$ cat config.mk
export PLATFORM = sky130hd
export DESIGN_NAME = pushbutton_bank
export DESIGN_NICKNAME = d
export VERILOG_FILES = /design/src/rtl/pushbutton_bank.sv
export SDC_FILE = /design/constraint.sdc
export NUM_CORES = 1
export LEC_CHECK = 0
export CAP_MARGIN = 10
export CORE_AREA = 5 5 68 70
export CTS_BUF_LIST = sky130_fd_sc_hd__clkbuf_4 sky130_fd_sc_hd__clkbuf_8 sky130_fd_sc_hd__clkbuf_16
export CTS_CLUSTER_SIZE = 16
export DETAILED_ROUTE_END_ITERATION = 8
export DIE_AREA = 0 0 73 75
export PLACE_DENSITY = 0.77
export SLEW_MARGIN = 15
export SYNTH_ARGS = -nofsm -noshare
export SYNTH_HDL_FRONTEND = slang
export SYNTH_SLANG_ARGS = --single-unit
$ cat constraint.sdc
create_clock -name clk -period 1.17 [get_ports clk]
set_input_delay 0.1755 -clock clk [delete_from_list [all_inputs] [get_ports clk]]
set_output_delay 0.1755 -clock clk [all_outputs]
set_load 0.05 [all_outputs]
$ cat src/rtl/pushbutton_bank.sv
// N-channel pushbutton conditioner: sync, debounce, press/release pulses.
// Optional auto-repeat engine compiled in with `define PB_AUTOREPEAT_EN.
module pushbutton_bank #(
  parameter int N            = 4,
  parameter int DB_CYCLES    = 16,
  parameter int REPEAT_DELAY = 100,
  parameter int REPEAT_RATE  = 20
) (
  input  logic         clk,
  input  logic         rst,
  input  logic [N-1:0] in,
  output logic [N-1:0] level,
  output logic [N-1:0] press,
  output logic [N-1:0] release_p,
  output logic [N-1:0] rpt,
  output logic         any_press
);

  localparam int CW = $clog2(DB_CYCLES) + 1;

  logic [N-1:0]  sync1_q;
  logic [N-1:0]  s_q;
  logic [N-1:0]  deb_q, deb_d;
  logic [CW-1:0] cnt_q [N];
  logic [CW-1:0] cnt_d [N];

  logic [N-1:0]  level_q;
  logic [N-1:0]  press_q, press_d;
  logic [N-1:0]  rel_q, rel_d;
  logic          any_q, any_d;

  logic [N-1:0]  rise, fall, fire;

  always_comb begin
    deb_d = deb_q;
    for (int i = 0; i < N; i++) begin
      cnt_d[i] = cnt_q[i];
      if (s_q[i] == deb_q[i]) begin
        cnt_d[i] = '0;
      end else if (cnt_q[i] == CW'(DB_CYCLES - 1)) begin
        deb_d[i] = s_q[i];
        cnt_d[i] = '0;
      end else begin
        cnt_d[i] = cnt_q[i] + 1'b1;
      end
    end
  end

  // deb_q is the internal decision; level_q trails it by one stage
  // so the edge detect below yields registered one-cycle pulses.
  assign rise = deb_q & ~level_q;
  assign fall = ~deb_q & level_q;

  always_comb begin
    press_d = rise | fire;
    rel_d   = fall;
    any_d   = |press_d;
  end

  always_ff @(posedge clk or negedge rst) begin
    if (!rst) begin
      sync1_q <= '0;
      s_q     <= '0;
      deb_q   <= '0;
      level_q <= '0;
      press_q <= '0;
      rel_q   <= '0;
      any_q   <= 1'b0;
      for (int i = 0; i < N; i++) cnt_q[i] <= '0;
    end else begin
      sync1_q <= in;
      s_q     <= sync1_q;
      deb_q   <= deb_d;
      level_q <= deb_q;
      press_q <= press_d;
      rel_q   <= rel_d;
      any_q   <= any_d;
      for (int i = 0; i < N; i++) cnt_q[i] <= cnt_d[i];
    end
  end

`ifdef PB_AUTOREPEAT_EN
  localparam int RMAX = (REPEAT_DELAY > REPEAT_RATE) ?
                        REPEAT_DELAY : REPEAT_RATE;
  localparam int RW   = $clog2(RMAX) + 1;

  localparam logic [1:0] ST_IDLE  = 2'd0;
  localparam logic [1:0] ST_DELAY = 2'd1;
  localparam logic [1:0] ST_RPT   = 2'd2;

  logic [1:0]    st_q [N];
  logic [1:0]    st_d [N];
  logic [RW-1:0] rc_q [N];
  logic [RW-1:0] rc_d [N];
  logic [N-1:0]  rpt_q;

  always_comb begin
    fire = '0;
    for (int i = 0; i < N; i++) begin
      st_d[i] = st_q[i];
      rc_d[i] = '0;
      unique case (st_q[i])
        ST_IDLE: begin
          if (rise[i]) st_d[i] = ST_DELAY;
        end
        ST_DELAY: begin
          // a pending release wins over a due repeat pulse
          if (fall[i] || !level_q[i]) begin
            st_d[i] = ST_IDLE;
          end else if (rc_q[i] == RW'(REPEAT_DELAY - 1)) begin
            fire[i] = 1'b1;
            st_d[i] = ST_RPT;
          end else begin
            rc_d[i] = rc_q[i] + 1'b1;
          end
        end
        ST_RPT: begin
          if (fall[i] || !level_q[i]) begin
            st_d[i] = ST_IDLE;
          end else if (rc_q[i] == RW'(REPEAT_RATE - 1)) begin
            fire[i] = 1'b1;
          end else begin
            rc_d[i] = rc_q[i] + 1'b1;
          end
        end
        default: st_d[i] = ST_IDLE;
      endcase
    end
  end

  always_ff @(posedge clk or negedge rst) begin
    if (!rst) begin
      rpt_q <= '0;
      for (int i = 0; i < N; i++) begin
        st_q[i] <= ST_IDLE;
        rc_q[i] <= '0;
      end
    end else begin
      rpt_q <= fire;
      for (int i = 0; i < N; i++) begin
        st_q[i] <= st_d[i];
        rc_q[i] <= rc_d[i];
      end
    end
  end

  assign rpt = rpt_q;
`else
  assign fire = '0;
  assign rpt  = '0;
`endif

  assign level     = level_q;
  assign press     = press_q;
  assign release_p = rel_q;
  assign any_press = any_q;

endmodule

# After elaboration in Yosys (flattened, before gate mapping)
# Index checks and enable logic that the tools add are counted.
[classes]
add_sub_neg = 4
n_eq_ne = 8
n_mux = 8
bitwise_logic = 8
reduce_logical = 5
[ops]
columns = ["operator", "count"]
rows = [
  ["5-bit two-way mux", 8],
  ["5-bit by 1-bit adder with 5-bit output, second input constant", 4],
  ["5-bit by 4-bit equality test with 1-bit output, second input constant", 4],
  ["4-bit AND", 2],
  ["4-bit NOT", 2],
  ["2-bit AND reduction", 4],
  ["1-bit equality test", 4],
  ["1-bit NOT", 4],
  ["4-bit OR reduction", 1],
]
[totals]
ff_bits = 45
word_cells = 47

# Depth between registers and ports, before layout
# Gate-level depths: netlist of run 1.
[logic_depth]
depth_word = 3
depth_mapped = 4

# Worst setup path after synthesis of run 1
# Ideal clock, no wire load.
[synth_timing]
path_kind = "flip-flop to flip-flop"
start = "register level_q[0] (netlist: level[0])"
end = "register any_q (netlist: any_press)"
setup_ns = 0.139
arrival_time_ns = 1.309
required_time_ns = 1.031
path_slack_ns = -0.277
stages_incl_launch_ff = 3
n_path_buf = 0
period_less_slack_ns = 1.447
path_cell_list = "dfrtp_1 and2b_1 or4_4"
[synth_between]
elab_chain_len = 3
[synth_lines]
columns = ["item", "line", "source"]
rows = [
  ["start, declared", "27", "logic [N-1:0] level_q;"],
  ["start signal, assigned", "74", "level_q <= deb_q;"],
  ["4-bit NOT", "51", "assign rise = deb_q & ~level_q;"],
  ["4-bit AND", "51", ""],
  ["named net press_d[0]", "28", "logic [N-1:0] press_q, press_d;"],
  ["4-bit OR reduction", "57", "any_d = |press_d;"],
  ["named net any_d", "30", "logic any_q, any_d;"],
  ["end signal, assigned", "77", "any_q <= any_d;"],
  ["end, declared", "30", ""],
]
# The timed path passes the listed nets, and every way through them passes these cells.
# A chain may end at the register's enable or synchronous reset.

# Final worst setup path of run 1
[layout_timing]
start = "register cnt_q[5] in the netlist's numbering"
end = "register deb_q[2]"
[layout_between]
elab_chain_len = 2
[layout_lines]
columns = ["item", "line", "source"]
rows = [
  ["start, declared", "24", "logic [CW-1:0] cnt_q [N];"],
  ["5-bit by 4-bit equality test with 1-bit output", "40", "end else if (cnt_q[i] == CW'(DB_CYCLES - 1)) begin"],
  ["2-bit AND reduction (no source line)", "-", ""],
  ["end signal, assigned", "64", "deb_q <= '0;"],
  ["end signal, assigned", "73", "deb_q <= deb_d;"],
  ["end, declared", "23", "logic [N-1:0] deb_q, deb_d;"],
]
# Every way passes these cells.

==> results of run 1 <==
==> routing by layer <==
layer  up-vias  wire length, um  track usage (%)
met5         -                0                0
li1        463                -                -
met3        10              121            3.605
met1       504             1085            12.28
met2        21             1759            22.84
met4         0              112            11.07
==> per-stage QoR <==
step                      total power (uW)  setup TNS, ns  utilization [%]  instances  hold WS, ns
after floorplan                       1757        -0.1460                -        121      -0.1201
after CTS                             2885        -0.1543            58.76        212       0.3023
after detailed placement              1844        -0.2893            53.55        199       0.1665
after global placement                1824     -0.0008962            53.55        199       0.1623
final                                 2888       -0.02974            61.38        215       0.3132
after global routing                  3030        -0.3796            61.38        215       0.2973
==> Yosys cell counts (all sizes together) <==
| cell | number |
|---|---|
| and3 | 4 |
| nor2b | 5 |
| mux2 | 4 |
| buf | 4 |
| nor2 | 15 |
| nand3 | 8 |
| conb | 1 |
| and2 | 5 |
| o21ai | 4 |
| xor2 | 12 |
| and2b | 3 |
| dfrtp | 45 |
| or4 | 1 |
| ha | 4 |
| inv | 3 |
==> report_power, final <==
group | switching (uW) | internal (uW)
Clock | 488 | 533
Combinational | 118 | 102
Sequential | 44.1 | 1600
Total | 650 | 2240
==> layout by cell type (no fill, tap or decap), types with 2 or more instances in the layout <==
master,Yosys,final
nor2b_4,2,2
inv_1,3,3
nor2_1,15,11
nor2_2,0,2
and3_1,4,4
nand3_1,8,3
nor2_4,0,2
dfrtp_1,45,42
clkdlybuf4s50_1,0,4
mux2_4,0,4
ha_2,0,2
buf_12,0,14
and2_1,5,5
nand3_4,0,2
nor2b_1,3,3
xor2_2,0,2
clkbuf_8,0,7
and2b_1,2,2
nand3_2,0,3
xor2_1,12,10
dfrtp_2,0,3
buf_4,4,18
o21ai_1,4,2
conb_1,1,4
ha_4,0,2
buf_6,0,2
==> sequential cells by signal, indices dropped and copies added (netlist names) <==
| signal | flops |
|---|---|
| cnt_q | 20 |
| deb_q | 4 |
| level | 4 |
| press | 4 |
| release_p | 4 |
| s_q | 4 |
| sync1_q | 4 |
| any_press | 1 |
==> final cells by class <==
class | count | area [um^2] | share of cell area, %
multi-input combinational | 69 | 604.3 | 25.16
tap | 50 | 62.56 | 2.604
sequential | 45 | 1130 | 47.03
clock inverter | 1 | 5.005 | 0.2083
clock buffer | 7 | 96.34 | 4.010
timing repair buffer | 40 | 493.0 | 20.52
inverter | 3 | 11.26 | 0.4688
==> worst max path at each step <==
stage                endpoint  slack [ns]  cells after the start
finish               deb_q[2]       -0.02                      4
global route         deb_q[0]       -0.07                      4
CTS                  deb_q[2]       -0.05                      4
detailed placement   deb_q[2]       -0.09                      4
global placement     deb_q[0]     -0.0009                      4
floorplan           any_press       -0.15                      2
==> logic make-up after synthesis <==
family / share of synthesized area, %
flops: 69.28
simple gates: 14.40
xor+xnor: 6.466
buf+inv: 2.540
fa+ha+maj: 3.079
compound gates: 1.232
mux: 2.771
other cells: 0.2307
==> timing repair <==
| action | CTS | global route |
|---|---|---|
| buffers inserted | 4 | 3 |
| pin swaps | 8 | 8 |
| cloned | 0 | 0 |
| hold endpoints to repair | 45 | 0 |
| gates resized for setup | 18 | 12 |
| setup endpoints to repair | 9 | 19 |
| hold buffers | 1 | 0 |
==> impl_metrics.toml, run 1 <==
[status]
outcome = "finished, violations left"
violations = "negative setup slack"

[critical_path]
startpoint = "cnt_q[5]"
cp_cell_sequence = "ha_4, nand3_4, nor2_4, mux2_4"
crit_fanout = 3
crit_type = "flip-flop to flip-flop"
end_kind = "flip-flop"
cp_slowest_stage_delay_ns = 0.41
path_delay_family = "flip-flops"
crit_buf_inv = 0
r2r_cells = 4
r2r-start = "cnt_q[5]"
critPathSlowestCell = "dfrtp_1"
worstPathArrival_ns = 1.37
cp.required_ns = 1.35
rrSetupSlack_ns = -0.02
worst_setup_path_start_kind = "flip-flop"
reg2reg_to = "deb_q[2]"

[worst_hold_path]
whs_endpoint = "sync1_q[0]"
hold_path.class = "input port to flip-flop"
holdCritStartpoint = "in[0]"
min_path_cells = 1

[logic_synthesis]
netlist_instances = 118
ys_types = 18
synth_top_cells_by_area = "dfrtp_1 (69%), xor2_1 (6.5%), nor2_1 (3.5%)"
synth-seq-area-share_pct = 69.28
ys_ff_latch = 45
netlist.area_leader.share_pct = 69.28
mappedNetlistArea_mm2 = 0.001625
ys_warn_count = 0
yosysTopAreaCell = "dfrtp_1"
synth.avg_cell_area_um2 = 13.77

[placement]
dp_hpwl_um = 2071
placed_area_mm2 = 0.002096
portBuffers = 18
place_ws_ns = -0.08773
gp_congestion = 0.6842

[clock_network]
cts_sinks = 45
ctsLongestPathBuffers = 2
cts_tree = "done"
path_clk_slew_ns = 0.08
root_buffer = "clkbuf_8"
numCtsBuffers = 5
clk_latency_ns = 0.30
htreeDepth = 2

[grt]
grt.total_usage_pct = 12.91
grt_max_degree = 46
overflow = 0
grt_pass1_vias = 1184
grt_pass1_wl_um = 5147
antenna_found_initial = 0

[final_layout]
n_antenna_cell = 0
nNetsFinal = 174
fill_cells = 311
area_growth_pct = 47.81
fin_area_mm2 = 0.002402
drive_gt1_share_pct = 43.03

[pwr]
p_leak_uw = 0.001178
power-per-cell-area_mw_per_mm2 = 1202
peakVddDrop_mv = 0.7885

[detailed_routing]
drt-total-wl_um = 3079
via_per_inst = 4.642
drcViolationCount = 0
wl_per_cell_um = 14.32
num_vias = 998
dr.pass1.iters = 3
drtAntennaViolNets = 0
drtIter0Drc = 69

[run]
drv_cap = 0

[timing]
fin_ws_ns = -0.01933
post-route-period-util_pct = 101.7
hold_violations = 0
rsz0062_at_grt = "true"
post-route-min-period_ns = 1.189
drv_slew = 0
finalSetupViolations = 2
clock.fmax_mhz = 840.8
finClkSkew_ns = 0.003899

[die]
die-area_mm2 = 0.005475
die_h_um = 75
io_pins = 23
rows = 23
die_w_um = 73
coreArea_mm2 = 0.003914
initial_core_util_pct = 41.53
Note: power is estimated with default switching activity, not from simulation.
==> run 2, diff against run 1 <==
- PLACE_DENSITY: 0.77 -> 0.68
- REMOVE_ABC_BUFFERS: default -> 1
- TNS_END_PERCENT: default -> 5
==> run 2 against run 1 <==
Non-clock buffer count up 3. The run still ends with negative setup slack left. First-iteration DRC count fell by 28%. Routed wire length decreased by 9.0%. Flip-flop and latch count unchanged. Final area shrank 2.1%.
==> impl_metrics.toml, run 2 (same netlist as run 1, synthesis figures left out) <==
[critical_path]
crit_buf_inv = 2
cp.required_ns = 1.36
cp_cell_sequence = "ha_2, buf_4, buf_4, xor2_1, and2_1"
critPathSlowestCell = "dfrtp_1"
worst_setup_path_start_kind = "flip-flop"
cpMostUsedCell = "buf_4"
cp_slowest_stage_delay_ns = 0.40
worstPathArrival_ns = 1.41
end_kind = "flip-flop"
crit_fanout = 2
crit_type = "flip-flop to flip-flop"
path_delay_family = "flip-flops"

[final_layout]
n_antenna_cell = 0
fin_area_mm2 = 0.002352
area_growth_pct = 44.73
postLayoutCoreUtil_pct = 60.10
drive_gt1_share_pct = 41.57
fill_cells = 319
largest_reg_flops = 20
final_common_cell = "dfrtp_1"
regMostFlops = "cnt_q"
seqCellArea_mm2 = 0.001126
nNetsFinal = 177
final_cell_mix = "dfrtp_1 (45), buf_4 (20), buf_12 (14)"
multi_input_area_um2 = 559.3

[run]
drv_cap = 0

[placement]
place_ws_ns = -0.05541
portBuffers = 18
placed_area_mm2 = 0.002130
dp_hpwl_um = 2022
gp_congestion = 0.6660

[timing]
fin_ws_ns = -0.05364
clock.fmax_mhz = 817.2
finClkSkew_ns = 0.004139
drv_slew = 0
post-route-period-util_pct = 104.6
finalSetupViolations = 6
post-route-min-period_ns = 1.224
tns_ns = -0.1551
hold_violations = 0
rsz0062_at_grt = "true"

[pwr]
peakVddDrop_mv = 0.6602
power_uw = 2711
power-per-cell-area_mw_per_mm2 = 1153
p_leak_uw = 0.001179

[die]
die-area_mm2 = 0.005475
rows = 23
die_w_um = 73
coreArea_mm2 = 0.003914
io_pins = 23
die_h_um = 75
initial_core_util_pct = 41.53

[clock_network]
path_clk_slew_ns = 0.07
htreeDepth = 2
root_buffer = "clkbuf_8"
cts_sinks = 45
ctsLongestPathBuffers = 2
cts_tree = "done"
clk_latency_ns = 0.29
numCtsBuffers = 5

[detailed_routing]
drcViolationCount = 0
drt-total-wl_um = 2802
drtIter0Drc = 50
via_per_inst = 4.537
dr.pass1.iters = 3
drtAntennaViolNets = 0
wl_per_cell_um = 12.97
num_vias = 980

[status]
violations = "negative setup slack"
outcome = "finished, violations left"

[grt]
antenna_found_initial = 0
overflow = 0
grt_pass1_wl_um = 5002
grt_max_degree = 46
grt.total_usage_pct = 12.22
grt_pass1_vias = 1133

[worst_hold_path]
hold_path.class = "input port to flip-flop"
==> run 2: changes by cell type in the layout (fill, tap and decap cells not counted), sizes merged <==
cell	before	now
buf	35	38
clkbuf	7	5
==> run 2: worst paths after layout <==
check	startpoint	endpoint	slack, ns	cells after the start
max in group asynchronous	rst	sync1_q[2]	0.59	3
max reg2reg	cnt_q[16]	cnt_q[17]	-0.05	5
max	cnt_q[16]	cnt_q[17]	-0.05	5
min reg2reg	sync1_q[0]	s_q[0]	0.35	0
min in group asynchronous	rst	cnt_q[18]	0.38	3
min	in[0]	sync1_q[0]	0.32	1
==> run 2: through the flow <==
| stage | hold slack (ns) | instances |
|---|---|---|
| 2_1_floorplan | -0.1201 | 117 |
| 3_3_place_gp | 0.1672 | 204 |
| 3_5_place_dp | 0.1675 | 204 |
| 4_1_cts | 0.3094 | 212 |
| 5_1_grt | 0.3086 | 216 |
| 6_report | 0.3165 | 216 |
==> run 2: area by class of cell <==
class | instances | share of cell area (%)
sequential | 45 | 47.87
multi-input combinational | 69 | 23.78
timing repair buffer | 43 | 22.07
clock buffer | 5 | 2.926
tap | 50 | 2.660
inverter | 3 | 0.4787
clock inverter | 1 | 0.2128
==> run 2: power by group <==
| part | internal [uW] | switching, uW |
|---|---|---|
| Sequential | 1600 | 35.5 |
| Combinational | 98.7 | 113 |
| Clock | 393 | 469 |
==> run 2: layer usage <==
metal,vias to the layer above,GRT usage (%),part of all wire [%]
met2,20,21.25,55
li1,465,-,-
met3,7,4.806,4.3
met4,0,5.738,2.4
met1,488,13.03,39
met5,-,0,0
==> run 2: timing repair <==
| action | CTS | global route |
|---|---|---|
| hold buffers | 1 | 0 |
| cloned | 0 | 0 |
| pin swaps | 4 | 7 |
| resized for setup | 10 | 15 |
| buffers inserted | 1 | 4 |
| hold endpoints to repair | 45 | 0 |
| setup endpoints to repair | 9 | 20 |
